File: src/rtl/ins_cache_r32i_if.sv
// Refill bus between the instruction cache (master) and instruction memory (slave).
interface ins_cache_r32i_if #(
    parameter int unsigned dataW = 32
);
    logic             MemReq;
    logic [dataW-1:0] MemAddr;
    logic             MemValid;
    logic [dataW-1:0] MemData;

    modport master (output MemReq, output MemAddr, input MemValid, input MemData);
    modport slave  (input MemReq, input MemAddr, output MemValid, output MemData);
endinterface

File: src/rtl/ins_cache_r32i.sv
// Direct-mapped read-only instruction cache with a one-beat-per-cycle line refill.
// Optional feature: define ICACHE_FLUSH_EN to add the Flush port (invalidate all lines).
module ins_cache_r32i #(
    parameter int unsigned dataW = 32,
    parameter int unsigned LINES = 16,
    parameter int unsigned WORDS = 4
) (
    input  logic             clock,
    input  logic             reset,
    input  logic [dataW-1:0] ProgAddr,
    output logic [dataW-1:0] Instruction,
    output logic             InsCacheStall,
    output logic             InsMisaligned,
`ifdef ICACHE_FLUSH_EN
    input  logic             Flush,
`endif
    ins_cache_r32i_if.master mem
);
    localparam int unsigned wordBits = $clog2(WORDS);
    localparam int unsigned idxBits  = $clog2(LINES);
    localparam int unsigned offBits  = wordBits + 2;
    localparam int unsigned tagBits  = dataW - offBits - idxBits;
    localparam logic [dataW-1:0] NOP = dataW'(32'h0000_0013);

    typedef enum logic {IDLE, REFILL} state_t;

    state_t               state, stateNext;
    logic                 startRefill;
    logic [LINES-1:0]     validBits;
    logic [tagBits-1:0]   tagMem  [LINES];
    logic [dataW-1:0]     dataMem [LINES][WORDS];
    logic [dataW-1:0]     baseAddr;
    logic [wordBits-1:0]  beat;
    logic                 flushReq;
    logic                 flushPend;
    logic                 hit;
    logic                 lastBeat;

    logic [idxBits-1:0]   lkIdx;
    logic [tagBits-1:0]   lkTag;
    logic [wordBits-1:0]  lkWord;
    logic [idxBits-1:0]   rfIdx;
    logic [tagBits-1:0]   rfTag;

`ifdef ICACHE_FLUSH_EN
    assign flushReq = Flush;
`else
    assign flushReq = 1'b0;
`endif

    assign lkIdx  = ProgAddr[offBits +: idxBits];
    assign lkTag  = ProgAddr[dataW-1 -: tagBits];
    assign lkWord = ProgAddr[2 +: wordBits];
    assign rfIdx  = baseAddr[offBits +: idxBits];
    assign rfTag  = baseAddr[dataW-1 -: tagBits];

    // Lookup only answers while idle; a flush request forces a stall that cycle.
    assign hit      = (state == IDLE) && validBits[lkIdx] && (tagMem[lkIdx] == lkTag) && !flushReq;
    assign lastBeat = (state == REFILL) && mem.MemValid && (beat == wordBits'(WORDS - 1));

    assign Instruction   = hit ? dataMem[lkIdx][lkWord] : NOP;
    assign InsCacheStall = !hit;
    assign InsMisaligned = |ProgAddr[1:0];
    assign mem.MemReq    = (state == REFILL);
    assign mem.MemAddr   = (state == REFILL) ? baseAddr + dataW'({beat, 2'b00}) : '0;

    always_ff @(posedge clock or posedge reset) begin
        if (reset) state <= IDLE;
        else       state <= stateNext;
    end

    always_comb begin
        stateNext   = state;
        startRefill = 1'b0;
        case (state)
            IDLE: begin
                if (!hit && !flushReq) begin
                    stateNext   = REFILL;
                    startRefill = 1'b1;
                end
            end
            REFILL: begin
                if (lastBeat) stateNext = IDLE;
            end
            default: stateNext = IDLE;
        endcase
    end

    // Refill bookkeeping and valid bits; a flush seen mid-refill is deferred to the end of the line.
    always_ff @(posedge clock or posedge reset) begin
        if (reset) begin
            validBits <= '0;
            beat      <= '0;
            baseAddr  <= '0;
            flushPend <= 1'b0;
        end else begin
            if (startRefill) begin
                baseAddr <= {ProgAddr[dataW-1:offBits], offBits'(0)};
                beat     <= '0;
            end else if (state == REFILL && mem.MemValid) begin
                beat <= beat + wordBits'(1);
            end

            if (state == IDLE && flushReq) begin
                validBits <= '0;
            end else if (lastBeat) begin
                if (flushPend || flushReq) validBits <= '0;
                else                       validBits[rfIdx] <= 1'b1;
                flushPend <= 1'b0;
            end else if (state == REFILL && flushReq) begin
                flushPend <= 1'b1;
            end
        end
    end

    // Tag and data storage carry no reset; the valid bits alone qualify them.
    always_ff @(posedge clock) begin
        if (state == REFILL && mem.MemValid) begin
            dataMem[rfIdx][beat] <= mem.MemData;
            if (lastBeat) tagMem[rfIdx] <= rfTag;
        end
    end
endmodule

File: src/flat_wrapper.sv
// flat-port wrapper written by rule: the top's interface ports become plain ports
module ins_cache_r32i_flat 
#(
    parameter int unsigned dataW = 32,
    parameter int unsigned LINES = 16,
    parameter int unsigned WORDS = 4
)
  (clock, reset, ProgAddr, Instruction, InsCacheStall, InsMisaligned, mem_MemReq, mem_MemAddr, mem_MemValid, mem_MemData);
  ins_cache_r32i_if #(.dataW(dataW)) mem_i ();
  input  logic clock;
  input  logic reset;
  input  logic [dataW-1:0] ProgAddr;
  output logic [dataW-1:0] Instruction;
  output logic InsCacheStall;
  output logic InsMisaligned;
  output wire logic [$bits(mem_i.MemReq)-1:0] mem_MemReq;
  output wire logic [$bits(mem_i.MemAddr)-1:0] mem_MemAddr;
  input wire logic [$bits(mem_i.MemValid)-1:0] mem_MemValid;
  input wire logic [$bits(mem_i.MemData)-1:0] mem_MemData;
  assign mem_MemReq = mem_i.MemReq;
  assign mem_MemAddr = mem_i.MemAddr;
  assign mem_i.MemValid = mem_MemValid;
  assign mem_i.MemData = mem_MemData;
  ins_cache_r32i #(.dataW(dataW), .LINES(LINES), .WORDS(WORDS)) u_core (.clock(clock), .reset(reset), .ProgAddr(ProgAddr), .Instruction(Instruction), .InsCacheStall(InsCacheStall), .InsMisaligned(InsMisaligned), .mem(mem_i));
endmodule
File: config.mk
export PLATFORM = sky130hd
export DESIGN_NAME = ins_cache_r32i_flat
export DESIGN_NICKNAME = d
export VERILOG_FILES = /design/src/rtl/ins_cache_r32i_if.sv /design/src/rtl/ins_cache_r32i.sv /design/src/flat_wrapper.sv
export SDC_FILE = /design/constraint.sdc
export NUM_CORES = 2
export LEC_CHECK = 0
export CAP_MARGIN = 5
export CORE_ASPECT_RATIO = 0.5
export CORE_UTILIZATION = 60
export DETAILED_ROUTE_END_ITERATION = 16
export PLACE_DENSITY = 0.77
export SETUP_SLACK_MARGIN = 0.3
export SLEW_MARGIN = 25
export SYNTH_ARGS = -nofsm -noshare
export SYNTH_HDL_FRONTEND = slang
export SYNTH_SLANG_ARGS = --single-unit
File: constraint.sdc
create_clock -name clock -period 5.2 [get_ports clock]
set_clock_uncertainty 0.05 [all_clocks]
set_input_delay 0.78 -clock clock [delete_from_list [all_inputs] [get_ports clock]]
set_output_delay 0.78 -clock clock [all_outputs]
set_load 0.005 [all_outputs]
==> results.json <==
{
  "outcome": "complete, no violations",
  "wl_per_cell_um": 41.23,
  "total_power_mw": 43.32,
  "ys_seq_elements": 2479,
  "syn_avg_cell_area_um2": 24.26,
  "synth-main-ff-cell": "edfxtp_1",
  "cts_sinks": 2479,
  "placementRows": 103,
  "hpwl_um": 132200,
  "crit_path_end_kind": "primary output",
  "drt_iter0_markers": 8738,
  "powerDensity_nw_per_um2": 400.5,
  "finalMaxSlewViolations": 0,
  "pre_cts_ws_ns": -0.3223,
  "synth_top_family_by_area": "multiplexers",
  "dpl_cell_area_um2": 101200,
  "insertion_delay_ns": 0.86,
  "vias": 48990,
  "fin_crit_sh": 0.9360,
  "period_needed_ns": 4.867,
  "clock-root-buffer": "clkbuf_16",
  "synthCells": 3934,
  "rsz0062_at_grt": "yes",
  "synth_mux_area_frac": 0.1859,
  "synth_compound_area_frac": 0.007224,
  "grt_overflow": 0,
  "crit_type": "flip-flop to primary output",
  "final-hold-violation-count": 0,
  "utilization": 0.6852,
  "syn_to_final_growth_pct": 13.34,
  "tightest_slew_ns": 1.142,
  "grt_usage": 0.3373,
  "numCtsBuffers": 200,
  "io_pins": 134,
  "yosysWarnings": 0,
  "clk_pin_slew_ns": 0.07,
  "holdWs_ns": 0.2957,
  "required_ns": 4.37,
  "die_height_um": 284.0,
  "hold_class": "input port to flip-flop",
  "synth_edf_count": 2432,
  "ctsHoldBuffers": 0,
  "antenna_found_initial": 21,
  "synth_xor_area_frac": 0.001835,
  "vias_per_cell": 7.441,
  "fill_cells": 8703,
  "seq_area_frac_synth": 0.7776,
  "p_leak_nw": 33.91,
  "relSlewSlack": 0.2390,
  "use_met2": 0.5152,
  "yosys.area_share.simple": 0.01518,
  "cp-start-kind": "flip-flop",
  "die_area_um2": 160800,
  "drive_above_1_share": 0.3380,
  "grt_pass1_wl_um": 371700,
  "grt_max_degree": 92,
  "wl_um": 271500,
  "port_buffers": 131,
  "drtAntennaViolNets": 0,
  "finalInstanceArea_um2": 108200,
  "synthAdderAreaFrac": 0.0005244,
  "layout.nets": 4373,
  "initial_core_util": 0.6045,
  "fmax_mhz": 205.5,
  "vdd.ir_drop.worst_mv": 0.3870,
  "coreArea_um2": 157900,
  "fin_ws_ns": 0.3329,
  "grt_util_met1": 0.4607,
  "synth.distinct_cells": 56,
  "cts_tree": "done",
  "gp_congestion": 0.8444,
  "cap_violations": 0,
  "clk_path_buf_depth": 3,
  "finalSetupViolCount": 0,
  "synthArstFlopShare": 0.01896,
  "arrival_ns": 4.04,
  "grt_pass1_vias": 48230,
  "htree_levels": 4,
  "drc": 0,
  "use_met3": 0.1032,
  "dr.pass1.iters": 7,
  "die_x_um": 566.0,
  "syn_area_um2": 95430,
  "crit_fanout": 4,
  "grt-busiest-layer": "met2"
}
cells in the final DEF, fill, tap and decap left out, drive strengths merged, types with 3 or more instances in the layout:
cell type / netlist / final
and4: 5 / 5
nand4: 7 / 7
clkdlybuf4s15: 0 / 4
nand2b: 6 / 6
and2: 37 / 37
mux2i: 55 / 55
xor2: 9 / 9
a22oi: 14 / 14
a21oi: 8 / 8
nor2b: 33 / 33
o21ai: 15 / 15
dfrtp: 47 / 47
buf: 146 / 285
edfxtp: 2432 / 2432
clkinvlp: 0 / 6
bufinv: 0 / 11
nand3: 17 / 17
nor3: 5 / 5
a211o: 3 / 3
a211oi: 18 / 18
nand2: 37 / 37
clkinv: 0 / 88
xnor2: 11 / 11
mux4: 740 / 740
a311oi: 5 / 5
or2: 22 / 22
diode: 0 / 10
a221oi: 5 / 5
clkbuf: 67 / 280
clkdlybuf4s50: 0 / 60
nor4: 11 / 11
mux2: 40 / 40
nor2: 96 / 96
a32oi: 3 / 3
inv: 9 / 14
dlygate4sd2: 0 / 10
a31oi: 3 / 3
o22ai: 9 / 9
ha: 4 / 4
where the power goes:
part           switching, mW  internal [mW]  leakage (nW)
sequential             0.729           23.2          22.4
combinational           2.50           1.65          8.34
clock                   7.36           7.88          3.13
total                   10.6           32.7          33.9
final timing paths:
| check | startpoint | to | slack [ns] | depth (start not counted) |
|---|---|---|---|---|
| worst max-delay path | u_core.tagMem[7][16]$_DFFE_PP_ | Instruction[30] | 0.33 | 13 |
| worst min-delay path | mem_MemData[20] | u_core.dataMem[5][52]$_DFFE_PP_ | 0.30 | 1 |
| worst max register to register | u_core.mem.MemReq$_DFF_PP0_ | u_core.dataMem[4][107]$_DFFE_PP_ | 1.55 | 4 |
| worst min register to register | u_core.validBits[11]$_DFFE_PP0P_ | u_core.validBits[11]$_DFFE_PP0P_ | 0.42 | 1 |
| max in group asynchronous | reset | u_core.baseAddr[26]$_DFFE_PP0P_ | 3.63 | 3 |
| min in group asynchronous | reset | u_core.beat[0]$_DFFE_PP0P_ | 0.40 | 2 |
Yosys cell counts (all sizes together) (2+ instances only):
| cell type | instances | share of area |
|---|---|---|
| edfxtp | 2432 | 0.77 |
| mux4 | 740 | 0.17 |
| buf | 146 | 0.0087 |
| nor2 | 96 | 0.0038 |
| clkbuf | 67 | 0.0026 |
| mux2i | 55 | 0.0058 |
| dfrtp | 47 | 0.012 |
| mux2 | 40 | 0.0055 |
| and2 | 37 | 0.0024 |
| nand2 | 37 | 0.0015 |
| nor2b | 33 | 0.0022 |
| or2 | 22 | 0.0014 |
| a211oi | 18 | 0.0014 |
| nand3 | 17 | 0.00089 |
| o21ai | 15 | 0.00079 |
| a22oi | 14 | 0.0011 |
| nor4 | 11 | 0.0011 |
| xnor2 | 11 | 0.0010 |
| inv | 9 | 0.00035 |
| o22ai | 9 | 0.00059 |
| xor2 | 9 | 0.00083 |
| a21oi | 8 | 0.00042 |
| nand4 | 7 | 0.00052 |
| nand2b | 6 | 0.00039 |
| a221oi | 5 | 0.00046 |
| a311oi | 5 | 0.00046 |
| and4 | 5 | 0.00046 |
| nor3 | 5 | 0.00026 |
| ha | 4 | 0.00052 |
| a211o | 3 | 0.00028 |
| a31oi | 3 | 0.00020 |
| a32oi | 3 | 0.00028 |
| o221a | 2 | 0.00024 |
logic make-up (layout without fill, tap and decap cells):
logic type      count (synthesis)  in the layout
flops                        2479           2479
fa+ha+maj                       4              4
other cells                     1             12
compound gates                 94             94
buf+inv                       222            761
mux                           835            835
simple gates                  279            279
xor+xnor                       20             20
routing by layer:
metal	share of wire	wire (um)
met2	0.46	125800
met1	0.34	91860
met3	0.15	41020
met5	0.00078	213
met4	0.046	12580
worst max-delay path, stage by stage (launching register included):
cell      delay, ns
edfxtp_1       0.37
mux4_2         0.47
mux4_2         0.50
xnor2_2        0.22
nand3_2        0.12
nor4_4         0.22
buf_4          0.19
nand4_4        0.13
buf_12         0.20
buf_6          0.12
buf_6          0.12
a311oi_4       0.27
buf_4          0.17
clkbuf_2       0.10
through the flow:
stage / TNS [ns] / cells
after floorplan: 0 / 3935
after global placement: -0.3275 / 6183
after detailed placement: -0.5436 / 6183
after CTS: 0 / 6569
after global routing: 0 / 6577
final: 0 / 6584
sequential cells by signal, summed over array words and instances, names as in the netlist:
| register | count |
|---|---|
| u_core.dataMem | 2048 |
| u_core.tagMem | 384 |
| u_core.validBits | 16 |
| u_core.baseAddr | 28 |
| u_core.beat | 2 |
| u_core.mem.MemReq | 1 |
layout make-up:
cell class | instances | area (um^2) | share of cell area
sequential | 2479 | 74210 | 0.6860
multi-input combinational | 1234 | 20890 | 0.1931
clock buffer | 264 | 5345 | 0.04942
timing repair buffer | 378 | 3951 | 0.03653
tap | 2100 | 2628 | 0.02429
clock inverter | 110 | 1085 | 0.01003
inverter | 9 | 36.28 | 0.0003355
antenna | 10 | 25.02 | 0.0002313
what timing repair did:
item / 4_1_cts / 5_1_grt
setup endpoints to repair: 32 / 32
resized for setup: 69 / 60
pin swaps: 11 / 7
gates cloned: 3 / 1
setup buffers: 9 / 0
No activity file was read; power rests on OpenSTA's default activity.
